[config.mk]
export PLATFORM = sky130hd
export DESIGN_NAME = lzd_norm_ctrl
export DESIGN_NICKNAME = d
export VERILOG_FILES = /design/src/rtl/lzd_norm_ctrl_pkg.sv /design/src/rtl/lzd_priority_enc.sv /design/src/rtl/lzd_norm_ctrl.sv
export SDC_FILE = /design/constraint.sdc
export NUM_CORES = 1
export LEC_CHECK = 0
export ABC_AREA = 1
export BUFFER_PORTS_ARGS = -buffer_cell sky130_fd_sc_hd__clkbuf_2
export CAP_MARGIN = 20
export CORE_ASPECT_RATIO = 1.1
export CORE_MARGIN = 5
export CORE_UTILIZATION = 40
export DETAILED_ROUTE_END_ITERATION = 6
export PLACE_DENSITY_LB_ADDON = 0.12
export SETUP_SLACK_MARGIN = 0.2
export SKIP_CTS_REPAIR_TIMING = 1
export SLEW_MARGIN = 20
export SYNTH_ARGS = -nofsm -noshare
export SYNTH_HDL_FRONTEND = slang
export SYNTH_HIERARCHICAL = 1
export SYNTH_SLANG_ARGS = --single-unit
[constraint.sdc]
create_clock -name clk -period 1.7 [get_ports clk]
set_input_delay 0.34 -clock clk [delete_from_list [all_inputs] [get_ports clk]]
set_output_delay 0.34 -clock clk [all_outputs]
set_load 0.02 [all_outputs]
[src/rtl/lzd_norm_ctrl_pkg.sv]
// Shared FPU add/sub definitions: significand/shift widths and the barrel
// shifter's direction encoding, used by the normalization control path.
package lzd_norm_ctrl_pkg;

  localparam int SWR_DEF = 26;
  localparam int EWR_DEF = 5;

  // Matches the barrel shifter's FSM_left_right_i polarity.
  localparam logic LR_RIGHT = 1'b0;
  localparam logic LR_LEFT  = 1'b1;

  // Overflow (carry-out set) is always corrected by a single right shift.
  localparam int OVF_SHIFT = 1;

endpackage

[src/rtl/lzd_priority_enc.sv]
// Combinational leading-zero counter over the SWR-1 bits below the carry-out
// position; counts zeros from bit SWR-2 down to the highest set bit.
module lzd_priority_enc
  import lzd_norm_ctrl_pkg::*;
#(
  parameter int SWR = SWR_DEF,
  parameter int EWR = EWR_DEF
) (
  input  logic [SWR-2:0] data_i,
  output logic [EWR-1:0] cnt_o,
  output logic           zero_o
);

  // Scanning upward lets the highest set bit win the final assignment.
  always_comb begin
    cnt_o  = '0;
    zero_o = 1'b1;
    for (int i = 0; i <= SWR - 2; i++) begin
      if (data_i[i]) begin
        cnt_o  = EWR'(SWR - 2 - i);
        zero_o = 1'b0;
      end
    end
  end

endmodule

[src/rtl/lzd_norm_ctrl.sv]
// Two-stage normalization control: captures the add/sub significand, then
// encodes shift amount, direction and zero flag for the barrel shifter.
module lzd_norm_ctrl
  import lzd_norm_ctrl_pkg::*;
#(
  parameter int SWR = SWR_DEF,
  parameter int EWR = EWR_DEF
) (
  input  logic           clk,
  input  logic           rst,
  input  logic           load_i,
  input  logic           valid_i,
  input  logic [SWR-1:0] Data_i,
  output logic           valid_o,
  output logic [EWR-1:0] Shift_Value_o,
  output logic           Left_Right_o,
  output logic           Zero_flag_o
);

  logic           vld_p1_q, vld_p1_d;
  logic [SWR-1:0] data_p1_q, data_p1_d;
  logic           vld_p2_q, vld_p2_d;
  logic [EWR-1:0] shift_p2_q, shift_p2_d;
  logic           lr_p2_q, lr_p2_d;
  logic           zero_p2_q, zero_p2_d;
  logic [EWR-1:0] enc_cnt;
  logic           enc_zero;

  // Stage 1: capture the raw significand
  always_comb begin
    vld_p1_d  = vld_p1_q;
    data_p1_d = data_p1_q;
    if (load_i) begin
      vld_p1_d = valid_i;
      if (valid_i) data_p1_d = Data_i;
    end
  end

  lzd_priority_enc #(.SWR(SWR), .EWR(EWR)) u_enc (
    .data_i (data_p1_q[SWR-2:0]),
    .cnt_o  (enc_cnt),
    .zero_o (enc_zero)
  );

  // Stage 2: encode; bubbles leave the data outputs untouched
  always_comb begin
    vld_p2_d   = vld_p2_q;
    shift_p2_d = shift_p2_q;
    lr_p2_d    = lr_p2_q;
    zero_p2_d  = zero_p2_q;
    if (load_i) begin
      vld_p2_d = vld_p1_q;
      if (vld_p1_q) begin
        if (data_p1_q[SWR-1]) begin
          lr_p2_d    = LR_RIGHT;
          shift_p2_d = EWR'(OVF_SHIFT);
          zero_p2_d  = 1'b0;
        end else begin
          lr_p2_d    = LR_LEFT;
          shift_p2_d = enc_zero ? '0 : enc_cnt;
          zero_p2_d  = enc_zero;
        end
      end
    end
  end

  always_ff @(posedge clk or negedge rst) begin
    if (!rst) begin
      vld_p1_q   <= 1'b0;
      data_p1_q  <= '0;
      vld_p2_q   <= 1'b0;
      shift_p2_q <= '0;
      lr_p2_q    <= 1'b0;
      zero_p2_q  <= 1'b0;
    end else begin
      vld_p1_q   <= vld_p1_d;
      data_p1_q  <= data_p1_d;
      vld_p2_q   <= vld_p2_d;
      shift_p2_q <= shift_p2_d;
      lr_p2_q    <= lr_p2_d;
      zero_p2_q  <= zero_p2_d;
    end
  end

  assign valid_o       = vld_p2_q;
  assign Shift_Value_o = shift_p2_q;
  assign Left_Right_o  = lr_p2_q;
  assign Zero_flag_o   = zero_p2_q;

endmodule

; Yosys cells after proc, flatten, opt, wreduce, memory -nomap -nowiden
; Cells that the tools add are included.
[op_classes]
n_mux = 54
reduce_logical = 2
[op_table]
columns = cell, n
row1 = $mux 5, 27
row2 = $mux 1, 27
row3 = $reduce_and 2->1, 2
[word_totals]
wordCells = 62
register_bits = 35
output_inout_bits = 8

; Depth between registers and ports, before layout
; Gate-level depths: netlist (run 1).
[logic_depth]
word_depth = 27
ltp_mapped = 25

; Hierarchy
; The synthesis (run 1) kept the hierarchy.
[modules_own_cells]
columns = mod, instances, area_per_inst_um2, cells_each, seq_area_each_um2
row1 = lzd_norm_ctrl, 1, 1442.6, 161, 875.8
row2 = lzd_priority_enc, 1, 357.8, 77, 0.0

; Least setup slack after synthesis (run 1)
; Ideal clock, no wire load.
[synth_path]
kind = register to register
startpoint = register data_p1_q[4]
endpoint = register shift_p2_q[0] (netlist: Shift_Value_o[0])
t_arrival_ps = 1559
path_stages_with_launch = 9
path_slack_ps = 25
required_ps = 1584
n_path_buf = 0
cell_sequence = dfrtp_1 > nor4_1 > nand2_1 > nor3_1 > inv_1 > nand2_1 > nand2_1 > nand2_1 > nand2_1
[synth_between]
elab_chain_cells = 23
word_cells_on_any_way = 44
cone_classes = mux (44)
[synth_lines]
columns = item, line_no
row1 = from (decl), lzd_norm_ctrl.sv:21  ; logic [SWR-1:0] data_p1_q, data_p1_d;
row2 = from (signal assigned), lzd_norm_ctrl.sv:77  ; data_p1_q <= data_p1_d;
row3 = $mux 1 (21 in series), lzd_priority_enc.sv:19  ; if (data_i[i]) begin
row4 = net enc_zero, lzd_norm_ctrl.sv:27  ; logic enc_zero;
row5 = $mux 5, lzd_norm_ctrl.sv:60  ; shift_p2_d = enc_zero ? '0 : enc_cnt;
row6 = $mux 5, lzd_norm_ctrl.sv:54  ; if (data_p1_q[SWR-1]) begin
row7 = to (signal assigned), lzd_norm_ctrl.sv:79  ; shift_p2_q <= shift_p2_d;
row8 = to (decl), lzd_norm_ctrl.sv:23  ; logic [EWR-1:0] shift_p2_q, shift_p2_d;
; The timed path passes the listed nets, and every way through them passes these cells.
; A chain may end at the register's enable or synchronous reset.

; Worst setup path after layout (run 1)
[layout_path]
startpoint = register data_p1_q[4]
endpoint = register shift_p2_q[1] (netlist: Shift_Value_o[1])
[layout_between]
elab_chain_cells = 23
word_cells_on_any_way = 44
cone_classes = mux (44)
[layout_lines]
columns = item, line_no
row1 = $mux 5 (21 in series), lzd_priority_enc.sv:19
row2 = net enc_cnt[1], lzd_norm_ctrl.sv:26  ; logic [EWR-1:0] enc_cnt;
row3 = $mux 5, lzd_norm_ctrl.sv:60
row4 = $mux 5, lzd_norm_ctrl.sv:54
; The timed path passes the listed nets, and every way through them passes these cells.

==> results of run 1 <==
[stage by stage]
stage               cells  hold WS [ns]  power (mW)  util [%]  TNS (ns)
CTS                   338        0.0241        2.13      50.3   -0.0107
detailed placement    330         0.331        1.48      48.0         0
finish                342        0.0101        2.11      51.5         0
global route          342        0.0454        2.27      51.5    -0.738
floorplan             238        0.0444        1.32         -         0
global placement      330         0.328        1.47      48.0   -0.0298
[synthesized netlist by cell type]
cell / number / share of area [%]
nor4_1: 3 / 1.0
buf_6: 3 / 1.9
a31oi_1: 1 / 0.35
dfrtp_1: 35 / 49
nor2_4: 1 / 0.63
o21ai_0: 2 / 0.56
nand2_2: 1 / 0.35
nand2_1: 98 / 20
o21ai_1: 2 / 0.56
bufinv_8: 2 / 1.9
buf_2: 2 / 0.56
nand2_4: 1 / 0.63
a21oi_2: 2 / 0.97
buf_4: 4 / 1.7
a211oi_1: 1 / 0.42
inv_1: 26 / 5.4
a21oi_1: 2 / 0.56
nor3_1: 4 / 1.1
a21boi_1: 1 / 0.42
inv_2: 2 / 0.42
nand3_1: 27 / 7.5
o21bai_1: 1 / 0.42
nor2_1: 17 / 3.5
[logic make-up after synthesis]
family	after synthesis	share of synthesized area, %
simple gates	152	35.2
buf+inv	39	11.9
flops	35	48.6
compound gates	12	4.24
[layout by cell type (no fill, tap or decap)]
master     n
a211oi_1   1
nor2_4     1
nor3_4     1
nand2_1   96
inv_2      2
a21oi_1    2
buf_4     13
buf_12     1
bufinv_8   2
nor4_1     2
nand2_4    1
a21boi_1   1
nand3_1   27
clkbuf_2  37
nor2_2     2
nor2_1    15
o21ai_1    2
a31oi_1    1
nor3_1     3
a21oi_2    2
o21bai_1   1
inv_1     26
clkbuf_8   7
clkbuf_1   1
dfrtp_1   35
o21ai_0    2
nand2_2    3
nor4_2     1
[state kept, by name, summed over array words and instances (netlist names)]
name and count:
Left_Right_o 1, Shift_Value_o 5, Zero_flag_o 1, data_p1_q 26, valid_o 1, vld_p1_q 1
[worst max-delay path, delay by kind of cell (launching register included)]
kind | cells | cell delay [ns]
simple gates | 9 | 0.75
flops | 1 | 0.42
compound gates | 3 | 0.39
buf+inv | 1 | 0.07
[worst max-delay path by stage]
stage / startpoint / end / slack [ns] / cells past startpoint
3_3_place_gp: data_p1_q[7] / Shift_Value_o[0] / -0.03 / 9
3_5_place_dp: data_p1_q[4] / Shift_Value_o[0] / 0.01 / 9
4_1_cts: data_p1_q[4] / Shift_Value_o[0] / -0.01 / 9
2_1_floorplan: data_p1_q[2] / Shift_Value_o[0] / 0.13 / 25
6_report: data_p1_q[4] / Shift_Value_o[1] / 0.008 / 13
5_1_grt: data_p1_q[2] / Shift_Value_o[0] / -0.32 / 25
[area by class of cell]
class / count / area (um^2)
fill: 456 / 2090
sequential: 35 / 876
multi-input combinational: 164 / 738
timing repair buffer: 51 / 303
inverter: 30 / 140
clock buffer: 8 / 100
tap: 54 / 67.6
[power by group through the flow]
stage	clock network [mW]	registers (mW)	logic, mW
3_3_place_gp	0	1.03	0.443
6_report	0.645	1.02	0.454
5_1_grt	0.706	1.03	0.531
2_1_floorplan	0	1.04	0.282
3_5_place_dp	0	1.03	0.449
4_1_cts	0.667	1.01	0.449
[metal layers]
metal / wire (um) / global-route usage (%)
met1: 1820 / 19.3
met2: 1570 / 20.7
met3: 140 / 3.00
met4: 58 / 5.43
met5: 0 / 0
==> results.txt, run 1 <==
- Static Leakage: about 1.3 nW
- Total die area: slightly below 6000 um^2
- Die outline height: 80.4 um
* Worst path arrival time: between 1.5 and 2 ns
- Among all stages on the critical path, the largest delay is contributed by dfrtp_1.
- Top-Level Pins: 38
* Level count of the clock H-tree: 2
- The worst path needs 1.69 ns of the cycle, external delays included.
- Number of cells on the worst reg-to-reg path: 13
- In this run the tool buffered the top-level ports with 37 buffer cells.
- Sequential cells account for 48.0% of the total power.
* Unrepaired setup endpoints after global routing: true
- Worst slew margin relative to its limit: 66.0%
- TritonCTS built the clock tree.
* Global routing usage summed across all routing layers: 13.8%
* Startpoint of the most critical register-to-register path: data_p1_q[4]
- Count of state elements after synthesis: 35
- Sinks on the clock net: 35
* Maximum resistive drop on vdd: 516 uV
- After technology mapping, the gate count stands at 238.
- Sw Pwr: 0.606 mW
- Setup violation total in the final timing report: 0
- The endpoint identified for the worst register-to-register timing path is Shift_Value_o[1].
- Clk network pwr share: between 30% and 40%
- The final hold violation count was 0.
- The flow ran to the end, and the final reports show no timing, DRC or antenna violations.
- Diodes inserted: 0
- The largest single stage delay on the critical path is about 0.42 ns.
- Per-cell via count in the routed design: roughly 4.5
* Crit end category: register
* Gate power share: 21.5%
* Crit start category: register
- Summed over all layers, the routed wires come to between 3 and 4 mm.
* Clock transition at the registers of the reported paths: 0.07 ns
- Across all layers, the routed design uses 1552 vias.
* Min-delay worst type: input pin to asynchronous set/reset pin
* Share of the clock period used by the worst path after layout: 99.5%
- Post-DR wirelength/cell: ~10 um
- Worst reg2reg setup slack: 0.008 ns
* Clock tree root driver cell: clkbuf_8
- Final estimated routing congestion in global placement: 0.749
- Net switching is 28.7% of the power.
- Iter 0 DRT Violations: between 50 and 60
- Final setup margin: 0.00827 ns
- The initial utilization of the core area, before any placement, comes to 41.7%.
- The max-slew violation total from the final report was 0.
- Entering global routing, the biggest net connects 29 pins.
- Worst clock skew: about 0.0054 ns
- Die W: 74.0 um
* Clock latency on the worst-skew pair: roughly 0.28 ns
- Count of antenna-violating nets left after detailed routing: 0
* Worst slack, placed: between 0.01 and 0.015 ns
* Worst setup path category: register to register
- The first global-routing pass estimated approximately 6.4 mm of wire.
* Average cell area after synthesis: 7.57 um^2
* Number of antenna violations at the first check in global routing: 0
* Cell type with the highest occurrence count on the critical path: nand2_1
- Number of optimization iterations in the first detailed-route pass: 4
* Clock buffers created by TritonCTS: 5
* Transition time at the pin with the least slew margin: 0.509 ns
* Design internal power: 1.51 mW
- During synthesis, Yosys emitted a total of 6 warnings.
- After routing the design area is 2220 um^2.
* Sequential cell area fraction in the yosys report: 48.6%
- After floorplanning, the core was sized to cover 4320 um^2.
- The number of nets in the synthesized netlist is between 200 and 300.
- In this run the core area contains 25 standard-cell rows.
* Residual DRC: 0
- Along the worst path, the maximum fanout reaches 4.
- Area after detailed placement: 2070 um^2
- Share of cells above drive strength 1: 25.3%
- Across the run, the number of max-cap violations was 0.
- The clock passes through at most 2 buffers.
- Cells along the critical path: nor3_1, nor3_1, nor3_1, o21ai_1, nand2_1, nand2_1, nand2_1, a21oi_1, a211oi_1, inv_1, nor2_1, nand2_1, nand2_1
- Summed instance area of the synthesized netlist: about 1800 um^2
- Required time of the critical path: 1.92 ns
* Number of distinct library cell variants in the gate-level netlist after synthesis: 23
* Vias in the first global route: roughly 1500
- Pwr/cell area: between 900 and 1000 nW/um^2
* Global route overflow: 0
* Relative area change from synthesis to final layout: 23.6%
- Number of nets at the end of the flow: 317
* DP Wirelength: between 2 and 3 mm
- Highest clock frequency the design can meet: 591 MHz
(Power assumes the default switching activity.)
==> run 2, diff against run 1 <==
CELL_PAD_IN_SITES_DETAIL_PLACEMENT = 0   (was default)
CELL_PAD_IN_SITES_GLOBAL_PLACEMENT = 1   (was default)
CORE_UTILIZATION = 35   (was 40)
==> results.txt, run 2 (same netlist as run 1, synthesis figures left out) <==
* Outcome: complete, but fails checks
* Failing checks: negative setup slack
* Crit end category: register
* Placed cell count: roughly 340
* Highest clock frequency the design can meet: 566 MHz
- The congestion estimate from routability-driven global placement came to ~0.7.
- Buffers placed on the I/O ports in this run total 37.
- The floorplan step defined a die boundary enclosing 6680 um^2.
- Setup violation total in the final timing report: 1
- Pwr/cell area: 940 nW/um^2
* Global route overflow: 0
- Worst path arrival time: 1.99 ns
- Iter 0 DRT Violations: 51
- Post-DR wirelength/cell: 10.8 um
- CTS built an H-tree with a depth of 2.
* Maximum fanout encountered on the critical timing path: 3
- Clock buffers created by TritonCTS: 5
* Delay of the slowest cell on the worst path: 0.40 ns
* Number of nets at the end of the flow: 316
- During I/O placement, the number of pins put on the boundary was 38.
- Worst slew margin relative to its limit: between 60 and 70%
- Static Leakage: about 1.3 nW
- The clock net in this run drives a total of 35 sinks.
* Share of cells above drive strength 1: between 20% and 30%
* Required time of the critical path: 1.92 ns
- Relative to the synthesized area, the layout overhead comes to 21.5%.
- Cell type with the highest occurrence count on the critical path: nand2_1
- The final hold violation count came to 0.
- Number of antenna violations at the first check in global routing: 0
- On the final layout, the worst hold slack is between 0.015 and 0.02 ns.
* Maximum resistive drop on vdd: 423 uV
- The via count of the first global-routing pass came to roughly 1600.
* Worst clock skew: 0.00749 ns
* Per-cell via count in the routed design: between 4 and 5
- Unrepaired setup endpoints after global routing: true
* CTS tree: done
* Number of fillers in the final layout: 567
- On the critical path, the stage with the largest delay is an instance of dfrtp_1.
- Period minus WS final: 1.77 ns
* Maxcap violations: 0
- Min-delay worst type: input pin to asynchronous set/reset pin
* Clock tree root driver cell: clkbuf_8
* Final Instance Count excl. Fillers: 344
- Final setup margin: -0.0667 ns
* Crit start category: register
- Max FFs per register: 26
- After floorplanning, the core was sized to cover between 4000 and 5000 um^2.
- Share of the clock period used by the worst path after layout: 104%
- The floorplan step set the die height to 85.2 um.
- Once detail routing completed, the nets flagged for antenna violations numbered 0.
* Global routing usage summed across all routing layers: 12.5%
* Die W: 78.4 um
- Detailed-route via count: 1526
* Register Area: 876 um^2
- The number of antenna diodes in the final layout is 0.
* Most flops, register: data_p1_q
* Area used by multi-input combinational logic: 716 um^2
- Worst setup path category: register to register
- Summed over all layers, the routed wires come to 3.70 mm.
- No sink is reached through more buffers than the 2 on the longest clock path.
- Leading cell types in the layout, fill and taps excluded: 98 x nand2_1, 37 x clkbuf_2, 35 x dfrtp_1
* First-pass GRT wire length: between 6 and 7 mm
- Most common library cell in the layout ignoring fill and taps: nand2_1
- The initial utilization of the core area, before any placement, comes to 36.0%.
* DP Wirelength: 2.82 mm
- Clock latency on the worst-skew pair, taken at its later pin, is 0.28 ns.
- After detailed routing, the number of remaining DRC violations is 0.
* Pin count of the biggest net entering global routing: 29
- The pre-antenna-repair detailed-routing pass consisted of 4 iterations.
* Final Max Tran Viols: 0
- Placement Rows: 27
* Transition time at the pin with the least slew margin: approximately 0.53 ns
* Clock transition at the registers of the reported paths: 0.07 ns
==> run 2: cell count changes in the layout (fill, tap and decap cells not counted), moves of 2 or more <==
cell,previous run,this run
nor2_1,15,17
nand2_1,96,98
nand2_2,3,1
nor2_2,2,0
==> run 2: worst max-delay path: cells and delay by family, from the launching register on <==
family / cells / cell delay (ns)
flip-flops: 1 / 0.40
AND/OR/NAND/NOR: 23 / 1.13
AO/OA/AOI/OAI: 1 / 0.11
buffers and inverters: 1 / 0.06
==> run 2: path summary, 6_finish.rpt <==
check	startpoint	endpoint	slack (ns)	depth (start not counted)
max	data_p1_q[2]	Shift_Value_o[0]	-0.07	25
max in group asynchronous	rst	Shift_Value_o[4]	1.22	2
min reg2reg	Zero_flag_o	Zero_flag_o	0.48	2
max reg2reg	data_p1_q[2]	Shift_Value_o[0]	-0.07	25
min	rst	data_p1_q[10]	0.02	1
min in group clk	Data_i[9]	data_p1_q[9]	0.28	3
==> run 2: power breakdown <==
part	switching, mW	internal [mW]	leakage (nW)
Combinational	0.245	0.205	0.771
Clock	0.277	0.318	0.0470
Sequential	0.0804	0.932	0.438
Total	0.602	1.45	1.26
==> run 2: cell type report <==
cell class	count	area share, %
clock inverter	1	0.229
timing repair buffer	50	13.5
multi-input combinational	164	32.7
tap	58	3.32
sequential	35	40.0
clock buffer	6	3.78
inverter	30	6.41
==> run 2: stage by stage <==
stage                     worst slack [ns]  total power, mW  TNS (ns)  util [%]  instance area [um^2]
after floorplan                      0.128             1.32         0         -                  1810
after global placement             -0.0907             1.48   -0.0907      41.7                  2080
after detailed placement           -0.0899             1.48   -0.0899      41.7                  2080
after CTS                           -0.124             2.09    -0.124      43.4                  2170
after global routing                -0.375             2.21    -0.825      43.7                  2190
final                              -0.0667             2.06   -0.0667      43.7                  2190
==> run 2: metal layers <==
metal,wire [um],vias up,GRT usage [%]
met3,155,5,3.93
li1,-,831,-
met1,1810,666,16.1
met4,60,0,4.29
met2,1680,24,19.9
met5,0,-,0
==> run 3, diff against run 2 <==
--- a/config.mk
+++ b/config.mk
@@ -17,2 +17,3 @@
 export PLACE_DENSITY_LB_ADDON = 0.12
+export REMOVE_ABC_BUFFERS = 1
 export SETUP_SLACK_MARGIN = 0.2
--- a/constraint.sdc
+++ b/constraint.sdc
@@ -3,2 +3,2 @@
 set_output_delay 0.34 -clock clk [all_outputs]
-set_load 0.02 [all_outputs]
+set_load 0.05 [all_outputs]
==> results.txt, run 3 (same netlist as run 1, synthesis figures left out) <==
- Leading cell types in the layout, fill and taps excluded: 98 x nand2_1, 37 x clkbuf_2, 35 x dfrtp_1
- Number of antenna violations at the first check in global routing: 0
* Number of fillers in the final layout: 568
- The most critical setup path has its startpoint at data_p1_q[2].
- Ranked by flip-flop count, first place goes to data_p1_q.
- The routed design has approximately 3.8 mm of wire.
- The endpoint identified for the worst register-to-register timing path is Shift_Value_o[0].
- Most common library cell in the layout ignoring fill and taps: nand2_1
- Maximum fanout encountered on the critical timing path: 2
- Maxcap violations: 0
- Worst path slowest cell: dfrtp_1
- Global route overflow: 0
- Routability-driven placement finished with a final weighted congestion of 0.698.
- Sinks on the clock net: 35
- Area after detailed placement: approximately 2100 um^2
- From synthesis to final layout, the design area changed by 20.2%.
- Clock latency on the worst-skew pair: 0.28 ns
- Outcome: complete, but fails checks
* Required time of the critical path: 1.92 ns
- Per-cell via count in the routed design: 4.39
- DP Wirelength: 2.87 mm
* Placement Rows: 27
- By instance count, the cell type seen most on the critical path is nand2_1.
- Level count of the clock H-tree: 2
- Residual DRC: 0
- After the first detailed-routing iteration, the DRC count stood at 28.
* Share of the clock period used by the worst path after layout: 104%
- The via count of the first global-routing pass came to 1534.
- The register with the most flip-flops in the layout has 26 of them.
* CTS tree: done
- First-pass GRT wire length: 6.82 mm
* Maximum number of buffers from clock root to sink: 2
- For this run, the top clock speed supported by timing is roughly 570 MHz.
* Die W: 78.4 um
- Number of nets at the end of the flow: 312
* Final setup margin: -0.0640 ns
* Failing checks: negative setup slack
- In this run the tool buffered the top-level ports with 37 buffer cells.
- The pre-antenna-repair detailed-routing pass consisted of 4 iterations.
- Total non-filler cell area in the finished layout: 2160 um^2
- Dividing the detail-routed wire length by the instance count gives 11.2 um.
* Number of cells on the worst reg-to-reg path: 25
- Measured against its own limit, the worst slew margin works out to 65.2%.
- In the final layout, the share of cells above drive strength 1 is 21.9%.
- In this run the standard cell core region covers ~5000 um^2.
* Worst reg2reg setup slack: -0.06 ns
- Count of final hold-check violations: 0
- The number of clock buffers added by TritonCTS is 5.
- Clock-pin slew was measured on the worst setup and hold paths at 0.07 ns.
- Unrepaired setup endpoints after global routing: true
- The detail route stage leaves a number of antenna-violating nets equal to 0.
- STA puts the critical path data arrival time at about 2.0 ns.
- The max-slew violation total from the final report was 0.
* Top-Level Pins: 38
- Counting I/O delays and the setup requirement, the final critical path takes 1.76 ns.
- Setup violation total in the final timing report: 1
- 0 antenna diodes ended up in the layout.
* Worst clock skew: 0.00107 ns
- The worst hold path belongs to the class input pin to asynchronous set/reset pin.
* Initial core utilization: a little over a third
- Die outline height: approximately 85 um
- Global routing usage summed across all routing layers: 12.9%
* Crit end category: register
- Before CTS, the worst setup slack after placement is -0.0900 ns.
* Crit start category: register
* Detailed-route via count: 1497
- Transition time at the pin with the least slew margin: 0.521 ns
* Pwr/cell area: 993 nW/um^2
- Pin count of the biggest net entering global routing: 29
* Worst setup path category: register to register
- Maximum resistive drop on vdd: 426 uV
* Startpoint of the most critical register-to-register path: data_p1_q[2]
- For this run, the slowest stage of the critical path takes between 0.3 and 0.4 ns.
- Static Leakage: ~1.2 nW
- The tree is rooted in a clkbuf_8.
- The floorplan step defined a die boundary enclosing about 6700 um^2.
- Measured on the finished design, the core utilization comes to a little over two fifths.
==> run 3: layout make-up <==
class	instances	area, um^2	share of cell area, %
sequential	35	876	40.5
multi-input combinational	164	711	32.8
timing repair buffer	46	265	12.3
inverter	30	140	6.47
clock buffer	8	100	4.62
tap	58	72.6	3.35
==> run 3: worst max-delay path by stage <==
stage               slack, ns               end
detailed placement      -0.09  Shift_Value_o[0]
floorplan                0.02  Shift_Value_o[0]
global placement        -0.10  Shift_Value_o[0]
finish                  -0.06  Shift_Value_o[0]
CTS                     -0.11  Shift_Value_o[0]
global route            -0.31  Shift_Value_o[0]
==> run 3: report_power, final <==
part | internal, mW | switching, mW
clock network | 0.370 | 0.288
registers | 0.932 | 0.0830
logic | 0.190 | 0.286
total | 1.49 | 0.657
==> run 3: stage by stage <==
stage          setup TNS (ns)  hold slack, ns  cells  total power [mW]
6_report              -0.0640         0.00964    341              2.15
3_3_place_gp           -0.103           0.327    332              1.51
5_1_grt                -0.726          0.0414    341              2.30
2_1_floorplan               0          0.0444    229              1.33
4_1_cts                -0.112          0.0234    340              2.19
3_5_place_dp          -0.0900           0.338    332              1.51
==> run 3: worst max-delay path, delay by kind of cell, from the launching register on <==
kind	cells	cell delay [ns]
simple gates	23	1.13
flops	1	0.38
compound gates	1	0.13
buf+inv	1	0.05
==> run 3: layer usage <==
metal | track usage [%] | wire [um] | vias to the layer above
met3 | 3.40 | 149 | 6
met4 | 5.72 | 47 | 0
met5 | 0 | 0 | -
met1 | 17.3 | 1910 | 638
li1 | - | - | 818
met2 | 19.5 | 1720 | 35
